## src/rtl/kbd_event_arbiter_if.sv

```systemverilog
// Event-path bundle between the requesters and kbd_event_arbiter.
// Optional drop-counter signals exist only when KBD_ARB_DROP_CNT_EN is defined.
interface kbd_event_arbiter_if #(
    parameter int W = 17
);
    logic [W-1:0] spi_data;
    logic         spi_valid;
    logic [W-1:0] nat_data;
    logic         nat_valid;
    logic         flush;
    logic [W-1:0] out_data;
    logic         out_valid;
    logic         out_src;
    logic         spi_drop;
    logic         nat_drop;
`ifdef KBD_ARB_DROP_CNT_EN
    logic [7:0]   spi_drop_cnt;
    logic [7:0]   nat_drop_cnt;
`endif

    modport master (
        output spi_data, spi_valid, nat_data, nat_valid, flush,
        input  out_data, out_valid, out_src, spi_drop, nat_drop
`ifdef KBD_ARB_DROP_CNT_EN
        , input spi_drop_cnt, nat_drop_cnt
`endif
    );

    modport slave (
        input  spi_data, spi_valid, nat_data, nat_valid, flush,
        output out_data, out_valid, out_src, spi_drop, nat_drop
`ifdef KBD_ARB_DROP_CNT_EN
        , output spi_drop_cnt, nat_drop_cnt
`endif
    );
endinterface

```

## src/rtl/kbd_event_arbiter.sv

```systemverilog
// Two-source keyboard/mouse event arbiter: per-source FIFOs, round-robin grant, MIN_GAP pacing.
// Define KBD_ARB_DROP_CNT_EN to add saturating per-source drop counters.
module kbd_event_arbiter #(
    parameter int DEPTH   = 4,
    parameter int MIN_GAP = 64,
    parameter int W       = 17
) (
    input  logic               clk27,
    input  logic               reset,
    kbd_event_arbiter_if.slave bus
);
    localparam int PTR_W = (DEPTH > 1) ? $clog2(DEPTH) : 1;
    localparam int CNT_W = PTR_W + 1;
    localparam int GAP_W = (MIN_GAP > 2) ? $clog2(MIN_GAP) : 1;
    localparam logic [CNT_W-1:0] CNT_FULL = CNT_W'(DEPTH);
    localparam logic [GAP_W-1:0] GAP_LOAD = GAP_W'(MIN_GAP - 2);

    localparam logic [0:0] ST_IDLE = 1'b0;
    localparam logic [0:0] ST_GAP  = 1'b1;

    // Source index doubles as the out_src encoding.
    localparam logic SRC_NAT = 1'b0;
    localparam logic SRC_SPI = 1'b1;

    logic [1:0]   push_valid;
    logic [W-1:0] push_data [2];
    logic [1:0]   push_ok;
    logic [1:0]   pop;
    logic [1:0]   drop;
    logic [1:0]   non_empty;
    logic [W-1:0] head_word [2];
`ifdef KBD_ARB_DROP_CNT_EN
    logic [7:0]   drop_cnt [2];
`endif

    logic [0:0]       state_reg;
    logic [GAP_W-1:0] gap_cnt_reg;
    logic             out_valid_reg;
    logic             out_src_reg;
    logic             last_grant_reg;
    logic             grant_valid;
    logic             grant_src;
    logic             block_push;

    assign push_valid   = {bus.spi_valid, bus.nat_valid};
    assign push_data[0] = bus.nat_data;
    assign push_data[1] = bus.spi_data;

    // Pushes during reset or flush vanish silently: no storage, no drop pulse.
    assign block_push = reset | bus.flush;

    for (genvar gi = 0; gi < 2; gi++) begin : g_fifo
        logic [W-1:0]     mem [DEPTH];
        logic [PTR_W-1:0] wr_ptr_reg;
        logic [PTR_W-1:0] rd_ptr_reg;
        logic [CNT_W-1:0] count_reg;
        logic [W-1:0]     rd_word_reg;

        assign non_empty[gi] = (count_reg != '0);
        // A full FIFO still accepts when it is popped in the same cycle.
        assign push_ok[gi]   = push_valid[gi] && !block_push &&
                               ((count_reg != CNT_FULL) || pop[gi]);
        assign drop[gi]      = push_valid[gi] && !block_push && !push_ok[gi];
        assign head_word[gi] = rd_word_reg;

        always_ff @(posedge clk27) begin
            if (push_ok[gi]) begin
                mem[wr_ptr_reg] <= push_data[gi];
            end
        end

        // Read register only moves on a pop of this source, so it holds the
        // last word granted from here until this source is granted again.
        always_ff @(posedge clk27) begin
            if (reset) begin
                rd_word_reg <= '0;
            end else if (pop[gi]) begin
                rd_word_reg <= mem[rd_ptr_reg];
            end
        end

        always_ff @(posedge clk27) begin
            if (reset || bus.flush) begin
                wr_ptr_reg <= '0;
                rd_ptr_reg <= '0;
                count_reg  <= '0;
            end else begin
                if (push_ok[gi]) begin
                    wr_ptr_reg <= wr_ptr_reg + PTR_W'(1);
                end
                if (pop[gi]) begin
                    rd_ptr_reg <= rd_ptr_reg + PTR_W'(1);
                end
                case ({push_ok[gi], pop[gi]})
                    2'b10:   count_reg <= count_reg + CNT_W'(1);
                    2'b01:   count_reg <= count_reg - CNT_W'(1);
                    default: count_reg <= count_reg;
                endcase
            end
        end

`ifdef KBD_ARB_DROP_CNT_EN
        logic [7:0] drop_cnt_reg;

        always_ff @(posedge clk27) begin
            if (reset || bus.flush) begin
                drop_cnt_reg <= '0;
            end else if (drop[gi] && (drop_cnt_reg != 8'hFF)) begin
                drop_cnt_reg <= drop_cnt_reg + 8'd1;
            end
        end

        assign drop_cnt[gi] = drop_cnt_reg;
`endif
    end

    // Grant decision uses registered counts, so a word pushed this cycle
    // cannot be granted before the next one.
    always_comb begin
        grant_valid = 1'b0;
        grant_src   = SRC_NAT;
        if ((state_reg == ST_IDLE) && !reset && !bus.flush && (|non_empty)) begin
            grant_valid = 1'b1;
            if (&non_empty) begin
                grant_src = ~last_grant_reg;
            end else begin
                grant_src = non_empty[SRC_SPI];
            end
        end
    end

    assign pop[SRC_NAT] = grant_valid && (grant_src == SRC_NAT);
    assign pop[SRC_SPI] = grant_valid && (grant_src == SRC_SPI);

    always_ff @(posedge clk27) begin
        if (reset) begin
            state_reg      <= ST_IDLE;
            gap_cnt_reg    <= '0;
            out_valid_reg  <= 1'b0;
            out_src_reg    <= SRC_NAT;
            last_grant_reg <= SRC_SPI;
        end else begin
            out_valid_reg <= 1'b0;
            if (bus.flush) begin
                state_reg   <= ST_IDLE;
                gap_cnt_reg <= '0;
            end else if (state_reg == ST_IDLE) begin
                if (grant_valid) begin
                    out_valid_reg  <= 1'b1;
                    out_src_reg    <= grant_src;
                    last_grant_reg <= grant_src;
                    state_reg      <= ST_GAP;
                    gap_cnt_reg    <= GAP_LOAD;
                end
            end else begin
                // Load of MIN_GAP-2 plus the IDLE/grant cycles spaces pulses by MIN_GAP.
                if (gap_cnt_reg == '0) begin
                    state_reg <= ST_IDLE;
                end else begin
                    gap_cnt_reg <= gap_cnt_reg - GAP_W'(1);
                end
            end
        end
    end

    assign bus.out_valid = out_valid_reg;
    assign bus.out_src   = out_src_reg;
    assign bus.out_data  = out_src_reg ? head_word[SRC_SPI] : head_word[SRC_NAT];
    assign bus.spi_drop  = drop[SRC_SPI];
    assign bus.nat_drop  = drop[SRC_NAT];
`ifdef KBD_ARB_DROP_CNT_EN
    assign bus.spi_drop_cnt = drop_cnt[SRC_SPI];
    assign bus.nat_drop_cnt = drop_cnt[SRC_NAT];
`endif
endmodule
```

## src/flat_wrapper.sv

```systemverilog
// flat-port wrapper written by rule: the top's interface ports become plain ports
module kbd_event_arbiter_flat 
#(
    parameter int DEPTH   = 4,
    parameter int MIN_GAP = 64,
    parameter int W       = 17
)
  (clk27, reset, bus_spi_data, bus_spi_valid, bus_nat_data, bus_nat_valid, bus_flush, bus_out_data, bus_out_valid, bus_out_src, bus_spi_drop, bus_nat_drop);
  kbd_event_arbiter_if #(.W(W)) bus_i ();
  input  logic clk27;
  input  logic reset;
  input wire logic [$bits(bus_i.spi_data)-1:0] bus_spi_data;
  input wire logic [$bits(bus_i.spi_valid)-1:0] bus_spi_valid;
  input wire logic [$bits(bus_i.nat_data)-1:0] bus_nat_data;
  input wire logic [$bits(bus_i.nat_valid)-1:0] bus_nat_valid;
  input wire logic [$bits(bus_i.flush)-1:0] bus_flush;
  output wire logic [$bits(bus_i.out_data)-1:0] bus_out_data;
  output wire logic [$bits(bus_i.out_valid)-1:0] bus_out_valid;
  output wire logic [$bits(bus_i.out_src)-1:0] bus_out_src;
  output wire logic [$bits(bus_i.spi_drop)-1:0] bus_spi_drop;
  output wire logic [$bits(bus_i.nat_drop)-1:0] bus_nat_drop;
  assign bus_i.spi_data = bus_spi_data;
  assign bus_i.spi_valid = bus_spi_valid;
  assign bus_i.nat_data = bus_nat_data;
  assign bus_i.nat_valid = bus_nat_valid;
  assign bus_i.flush = bus_flush;
  assign bus_out_data = bus_i.out_data;
  assign bus_out_valid = bus_i.out_valid;
  assign bus_out_src = bus_i.out_src;
  assign bus_spi_drop = bus_i.spi_drop;
  assign bus_nat_drop = bus_i.nat_drop;
  kbd_event_arbiter #(.DEPTH(DEPTH), .MIN_GAP(MIN_GAP), .W(W)) u_core (.clk27(clk27), .reset(reset), .bus(bus_i));
endmodule
```

## config.mk

```make
export PLATFORM = sky130hd
export DESIGN_NAME = kbd_event_arbiter_flat
export DESIGN_NICKNAME = d
export VERILOG_FILES = /design/src/rtl/kbd_event_arbiter_if.sv /design/src/rtl/kbd_event_arbiter.sv /design/src/flat_wrapper.sv
export SDC_FILE = /design/constraint.sdc
export NUM_CORES = 1
export LEC_CHECK = 0
export ABC_AREA = 1
export ABC_CLOCK_PERIOD_IN_PS = 6300
export BUFFER_PORTS_ARGS = -buffer_cell sky130_fd_sc_hd__clkbuf_2
export CAP_MARGIN = 10
export CORE_AREA = 2 2 134 136
export CTS_CLUSTER_DIAMETER = 150
export DETAILED_ROUTE_END_ITERATION = 12
export DIE_AREA = 0 0 136 138
export PLACE_DENSITY = 0.59
export SLEW_MARGIN = 20
export SYNTH_ARGS = -nofsm -noshare
export SYNTH_HDL_FRONTEND = slang
export SYNTH_SLANG_ARGS = --single-unit
```

## constraint.sdc

```tcl
create_clock -name clk27 -period 6.3 [get_ports clk27]
set_input_delay 0.315 -clock clk27 [delete_from_list [all_inputs] [get_ports clk27]]
set_output_delay 0.315 -clock clk27 [all_outputs]
set_load 0.05 [all_outputs]
```

==> impl_metrics.csv, run 1 <==
group,metric,value,unit
outcome,status,"complete, no violations",
clock_network,cts_root_buffer,"clkbuf_16",
logic_synthesis,synth_edf_count,136,
logic_synthesis,synth_compound_area_share,13.6,%
routing,antenna_left,0,
logic_synthesis,seq_area_frac_synth,68.2,%
logic_synthesis,muxShareOfSynthArea,0,%
routing,dr.pass1.iters,4,
global_route,grt_use_total,17.0,%
clock_network,cts_resized,0,
critical_path,required,6.62,ns
die,rows,49,
timing,min_period,2.64,ns
routing,wirelength,15400,um
routing,routed_via_density,5.04,
clock_network,clock_sinks,194,
critical_path,critPathMaxFanout,37,
logic_synthesis,netlist_top_cells_area,"edfxtp_1 53%, dfxtp_1 15%, o21ai_0 7.3%",
die,io_pins,60,
timing,rsz0062_at_grt,"false",
timing,slew_headroom,33.5,%
logic_synthesis,async_flop_share,0,%
logic_synthesis,synth_nets,758,
logic_synthesis,synth-simple-area-share,10.9,%
timing,hold_viol_final,0,
logic_synthesis,synth_xor_area_share,0,%
timing,max_freq,0.379,GHz
timing,slew_violations,0,
logic_synthesis,synth_top_family_by_area,"compound AO/OA/AOI/OAI gates",
die,core_area,17500,um2
logic_synthesis,synth_cell_types,29,
logic_synthesis,syn_area_per_cell,10.9,um2
global_route,grt_pass1_vias,4732,
logic_synthesis,synth_top_area_share,53.1,%
critical_path,critPathArrivalTime,2.95,ns
logic_synthesis,syn_inst,706,
cells_and_area,nNetsFinal,808,
pwr,leakage,3.12,nW
cells_and_area,syn_to_final_growth,14.0,%
clock_network,clock_latency,0.43,ns
die,dieArea,18800,um2
global_route,grt_pass1_wl,24300,um
routing,drc_errors,0,
clock_network,postCtsSetupBuffers,0,
critical_path,critical_path_class,"reg -> reg",
critical_path,endpoint_kind,"flip-flop",
global_route,grt_max_degree,38,
timing,setup_viol,0,
cells_and_area,drive_gt1_share,15.3,%
logic_synthesis,ys.flop_type,"edfxtp_1",
logic_synthesis,synthAdderAreaFrac,2.31,%
clock_network,h-tree-depth,4,
clock_network,ctsHoldBuffers,0,
logic_synthesis,ys_seq_elements,194,
pwr,pwr_density_cell,292,nW/um2
cells_and_area,postLayoutCoreUtil,50.0,%
timing,tns,0,ns
global_route,antenna_found_initial,0,
pwr,ir_worst_vdd,0.202,mV
clock_network,cts_buffer_depth,2,
logic_synthesis,syn-cell-area,7690,um2
cells_and_area,fin_area,8770,um2
clock_network,numCtsBuffers,17,
placement,port_buffers,59,
die,die_y,138,um
cells_and_area,num_antenna_cells,0,
logic_synthesis,ys.warnings.count,0,
placement,routabilityCongestion,0.811,
routing,vias,5031,
logic_synthesis,yosysTopAreaCell,"edfxtp_1",
clock_network,clk_pin_slew,0.07,ns
routing,first_iter_violations,346,
cells_and_area,multi_input_area,2060,um2
die,die_w,136,um
logic_synthesis,synth_commonest_cells,"136 x edfxtp_1, 121 x nor2_1, 113 x o21ai_0",
global_route,grt-ovfl-total,0,
cells_and_area,seqCellArea,5250,um2
cells_and_area,fillCellCount,1594,
timing,clock_skew,0.00509,ns
logic_synthesis,yosysMostFrequentCell,"edfxtp_1",
timing,fin_crit_sh,41.8,%
job,max_cap_violations,0,
routing,routedWlPerCell,15.4,um
placement,dp.final_hpwl,9910,um
clock_network,cts_tree,"yes",
placement,placed_area,8180,um2
critical_path,cp-start-kind,"flip-flop",
worst_hold_path,min_path_type,"in -> reg",
cells_and_area,largest_reg_flops,136,
die,start_util,43.9,%
timing,tightest_slew,0.996,ns
[cell usage in the layout, fill, tap and decap left out, drive strengths merged, types with 11 or more instances in the layout]
master,synthesis,routed
nand3,14,14
dfxtp,58,58
nor2,125,125
o22ai,34,34
edfxtp,136,136
o21ai,128,128
ha,11,11
a21oi,35,35
inv,63,70
clkbuf,21,79
nand2,55,55
[metal layers]
| metal | GRT usage, % | vias up | share of wire, % |
|---|---|---|---|
| met5 | 0 | - | 0 |
| met4 | 6.69 | 0 | 2.0 |
| met3 | 3.74 | 24 | 2.5 |
| met2 | 27.8 | 83 | 49 |
| met1 | 22.0 | 2370 | 46 |
| li1 | - | 2554 | - |
[critical path, cell delays in order (launching register included)]
cell and delay, ns:
dfxtp_1 0.34, nor2_1 0.11, nand2_1 0.09, nor2_2 0.16, nor2_4 0.07, nand2_4 0.25, nand2_1 0.19, nand2_2 0.16
ha_1 0.16, inv_1 0.07, fa_1 0.39, a21oi_1 0.16, o21ai_0 0.13, o21ai_0 0.18, a21oi_1 0.06
[path summary, 6_finish.rpt]
| path | slack [ns] | startpoint | depth (start not counted) | to |
|---|---|---|---|---|
| max | 3.66 | u_core.g_fifo[1].count_reg[0] | 14 | u_core.g_fifo[0].count_reg[2] |
| min | 0.1 | bus_spi_data[10] | 1 | u_core.g_fifo[1].mem[3][10] |
| max reg2reg | 3.66 | u_core.g_fifo[1].count_reg[0] | 14 | u_core.g_fifo[0].count_reg[2] |
| min reg2reg | 0.44 | u_core.gap_cnt_reg[0] | 1 | u_core.gap_cnt_reg[0] |
[area by class of cell]
class / count / area share (%)
Timing Repair Buffer: 66 / 3.97
Multi-Input combinational cell: 414 / 23.5
Inverter: 63 / 2.70
Clock buffer: 20 / 5.09
Sequential cell: 194 / 59.8
Tap cell: 229 / 3.27
Clock inverter: 12 / 1.63
[per-stage QoR]
stage	power [mW]	hold WS [ns]	std cells	setup slack, ns
3_5_place_dp	1.51	0.421	966	3.26
2_1_floorplan	1.47	0.403	706	3.97
5_1_grt	2.65	0.0813	998	3.38
6_report	2.56	0.0957	998	3.66
4_1_cts	2.58	0.0824	998	3.69
3_3_place_gp	1.51	0.415	966	3.34
[where the power goes]
group / internal [mW] / leakage [nW] / total, mW / switching, mW
registers: 1.38 / 1.70 / 1.38 / 0.00677
logic: 0.0286 / 1.14 / 0.102 / 0.0730
clock network: 0.605 / 0.290 / 1.08 / 0.472
total: 2.01 / 3.12 / 2.56 / 0.552
[kinds of logic (layout without fill, tap and decap cells)]
group | count (synthesis) | in the layout
AND/OR/NAND/NOR | 202 | 202
AO/OA/AOI/OAI | 199 | 199
flip-flops | 194 | 194
buffers and inverters | 98 | 161
adder cells (fa/ha/maj) | 13 | 13
No activity file was read; power rests on OpenSTA's default activity.
==> run 2, diff against run 1 <==
Settings changed: ABC_CLOCK_PERIOD_IN_PS 6300 to 2500.
Clock period 6.3 ns to 2.5 ns, I/O delays scaled along.
==> run 2 against run 1 <==
Net effect:
- global-route usage grew 0.69 points
- clock power is 140% higher
- critical path type unchanged
- largest power group unchanged
- first-iteration DRC count unchanged
- die area unchanged
- critical endpoint unchanged
- non-clock buffer count up 50
- sequential cell count is the same
- sequential power rose to 2.5 times the previous value
==> impl_metrics.csv, run 2 (same netlist as run 1, synthesis figures left out) <==
group,metric,value,unit
clock_network,clock_sinks,194,
critical_path,cp-start-kind,"flip-flop",
cells_and_area,syn_to_final_growth,19.9,%
job,max_cap_violations,0,
routing,first_iter_violations,346,
clock_network,cts_tree,"yes",
clock_network,clk_pin_slew,0.07,ns
pwr,power,6.39,mW
global_route,grt-ovfl-total,0,
routing,wirelength,16100,um
timing,rsz0062_at_grt,"false",
clock_network,postCtsSetupBuffers,0,
timing,min_period,2.30,ns
placement,routabilityCongestion,0.792,
cells_and_area,final_common_cell,"edfxtp_1",
routing,drc_errors,0,
routing,vias,5279,
die,rows,49,
global_route,antenna_found_initial,0,
cells_and_area,num_antenna_cells,0,
timing,fin_crit_sh,92.2,%
routing,antenna_left,0,
pwr,ir_worst_vdd,0.496,mV
placement,port_buffers,59,
timing,slew_violations,0,
cells_and_area,largest_reg_flops,136,
pwr,leakage,3.33,nW
placement,dp.final_hpwl,9990,um
cells_and_area,final_cell_mix,"136 x edfxtp_1, 121 x nor2_1, 110 x o21ai_0",
die,die_w,136,um
clock_network,numCtsBuffers,17,
timing,hold_viol_final,0,
critical_path,endpoint_kind,"flip-flop",
routing,routed_via_density,5.04,
global_route,grt_pass1_wl,25400,um
die,dieArea,18800,um2
global_route,grt_max_degree,37,
outcome,status,"complete, no violations",
worst_hold_path,min_path_type,"in -> reg",
pwr,pwr_density_cell,693,nW/um2
critical_path,critPathArrivalTime,2.62,ns
critical_path,critPathMaxFanout,7,
timing,tns,0,ns
timing,slew_headroom,59.0,%
cells_and_area,nNetsFinal,858,
die,io_pins,60,
clock_network,cts_buffer_depth,2,
global_route,grt_pass1_vias,5107,
timing,max_freq,0.434,GHz
timing,tightest_slew,0.615,ns
cells_and_area,drive_gt1_share,15.8,%
critical_path,required,2.81,ns
clock_network,clock_latency,0.43,ns
timing,clock_skew,0.00614,ns
critical_path,critical_path_class,"reg -> reg",
die,start_util,43.9,%
clock_network,cts_root_buffer,"clkbuf_16",
global_route,grt_use_total,17.7,%
die,core_area,17500,um2
routing,dr.pass1.iters,5,
die,die_y,138,um
timing,setup_viol,0,
clock_network,h-tree-depth,4,
routing,routedWlPerCell,15.4,um
[run 2: changes by cell type in the layout (fill, tap and decap cells not counted), moves of 2 or more]
cell	change
o21ai_1	+3
dlygate4sd3_1	+37
o21ai_0	-3
nor2_2	-3
nor2_1	+3
buf_4	+13
inv_4	-2
clkinvlp_4	+2
[run 2: final timing paths]
| path | end | slack [ns] | from | cells after the start |
|---|---|---|---|---|
| worst min register to register | u_core.g_fifo[0].rd_word_reg[10] | 0.45 | u_core.g_fifo[0].rd_word_reg[10] | 2 |
| worst max register to register | u_core.g_fifo[0].count_reg[2] | 0.20 | u_core.g_fifo[1].count_reg[0] | 14 |
| worst max-delay path | u_core.g_fifo[0].count_reg[2] | 0.20 | u_core.g_fifo[1].count_reg[0] | 14 |
| worst min-delay path | u_core.g_fifo[0].wr_ptr_reg[1] | 0.11 | bus_nat_valid | 5 |
[run 2: layer usage]
layer | GRT usage, % | part of all wire, % | wire (um)
met3 | 3.70 | 4.5 | 721
met5 | 0 | 0 | 0
met2 | 28.9 | 48 | 7790
met1 | 23.0 | 45 | 7330
met4 | 6.91 | 1.7 | 272
[run 2: critical path: stages, from the launching register on]
cell	delay, ns
dfxtp_1	0.34
nor2_1	0.12
nand2_1	0.08
nor2_2	0.17
nor2_4	0.07
nand2_4	0.07
nand2_2	0.08
nand2_4	0.11
ha_1	0.15
inv_1	0.07
fa_1	0.40
a21oi_1	0.20
o21ai_1	0.14
o21ai_1	0.13
a21oi_1	0.05
[run 2: final cells by class]
class / instances / area (um2)
Multi-Input combinational cell: 414 / 2060
Inverter: 63 / 236
Tap cell: 229 / 287
Timing Repair Buffer: 116 / 816
Sequential cell: 194 / 5250
Clock inverter: 14 / 146
Fill cell: 1549 / 8310
Clock buffer: 18 / 429
[run 2: per-stage QoR]
| step | std cells | setup slack, ns | utilization [%] | hold slack [ns] | cell area [um2] |
|---|---|---|---|---|---|
| after CTS | 1048 | 0.121 | 52.6 | 0.0796 | 9220 |
| after detailed placement | 979 | 0.135 | 47.2 | 0.344 | 8270 |
| after global routing | 1048 | 0.0284 | 52.6 | 0.147 | 9220 |
| after global placement | 979 | 0.299 | 47.2 | 0.335 | 8270 |
| after floorplan | 706 | 0.324 | - | 0.224 | 7690 |
| final | 1048 | 0.195 | 52.6 | 0.108 | 9220 |
[run 2: timing repair]
item | 4_1_cts | 5_1_grt
endpoints found under the hold margin | 138 | 0
hold buffers | 37 | 0
endpoints found under the setup margin | 0 | 2
gates resized for setup | 0 | 5
[run 2: power by group]
| part | internal, mW | switching [mW] | total, mW |
|---|---|---|---|
| sequential | 3.47 | 0.0130 | 3.48 |
| clock | 1.40 | 1.19 | 2.60 |
| combinational | 0.114 | 0.198 | 0.313 |
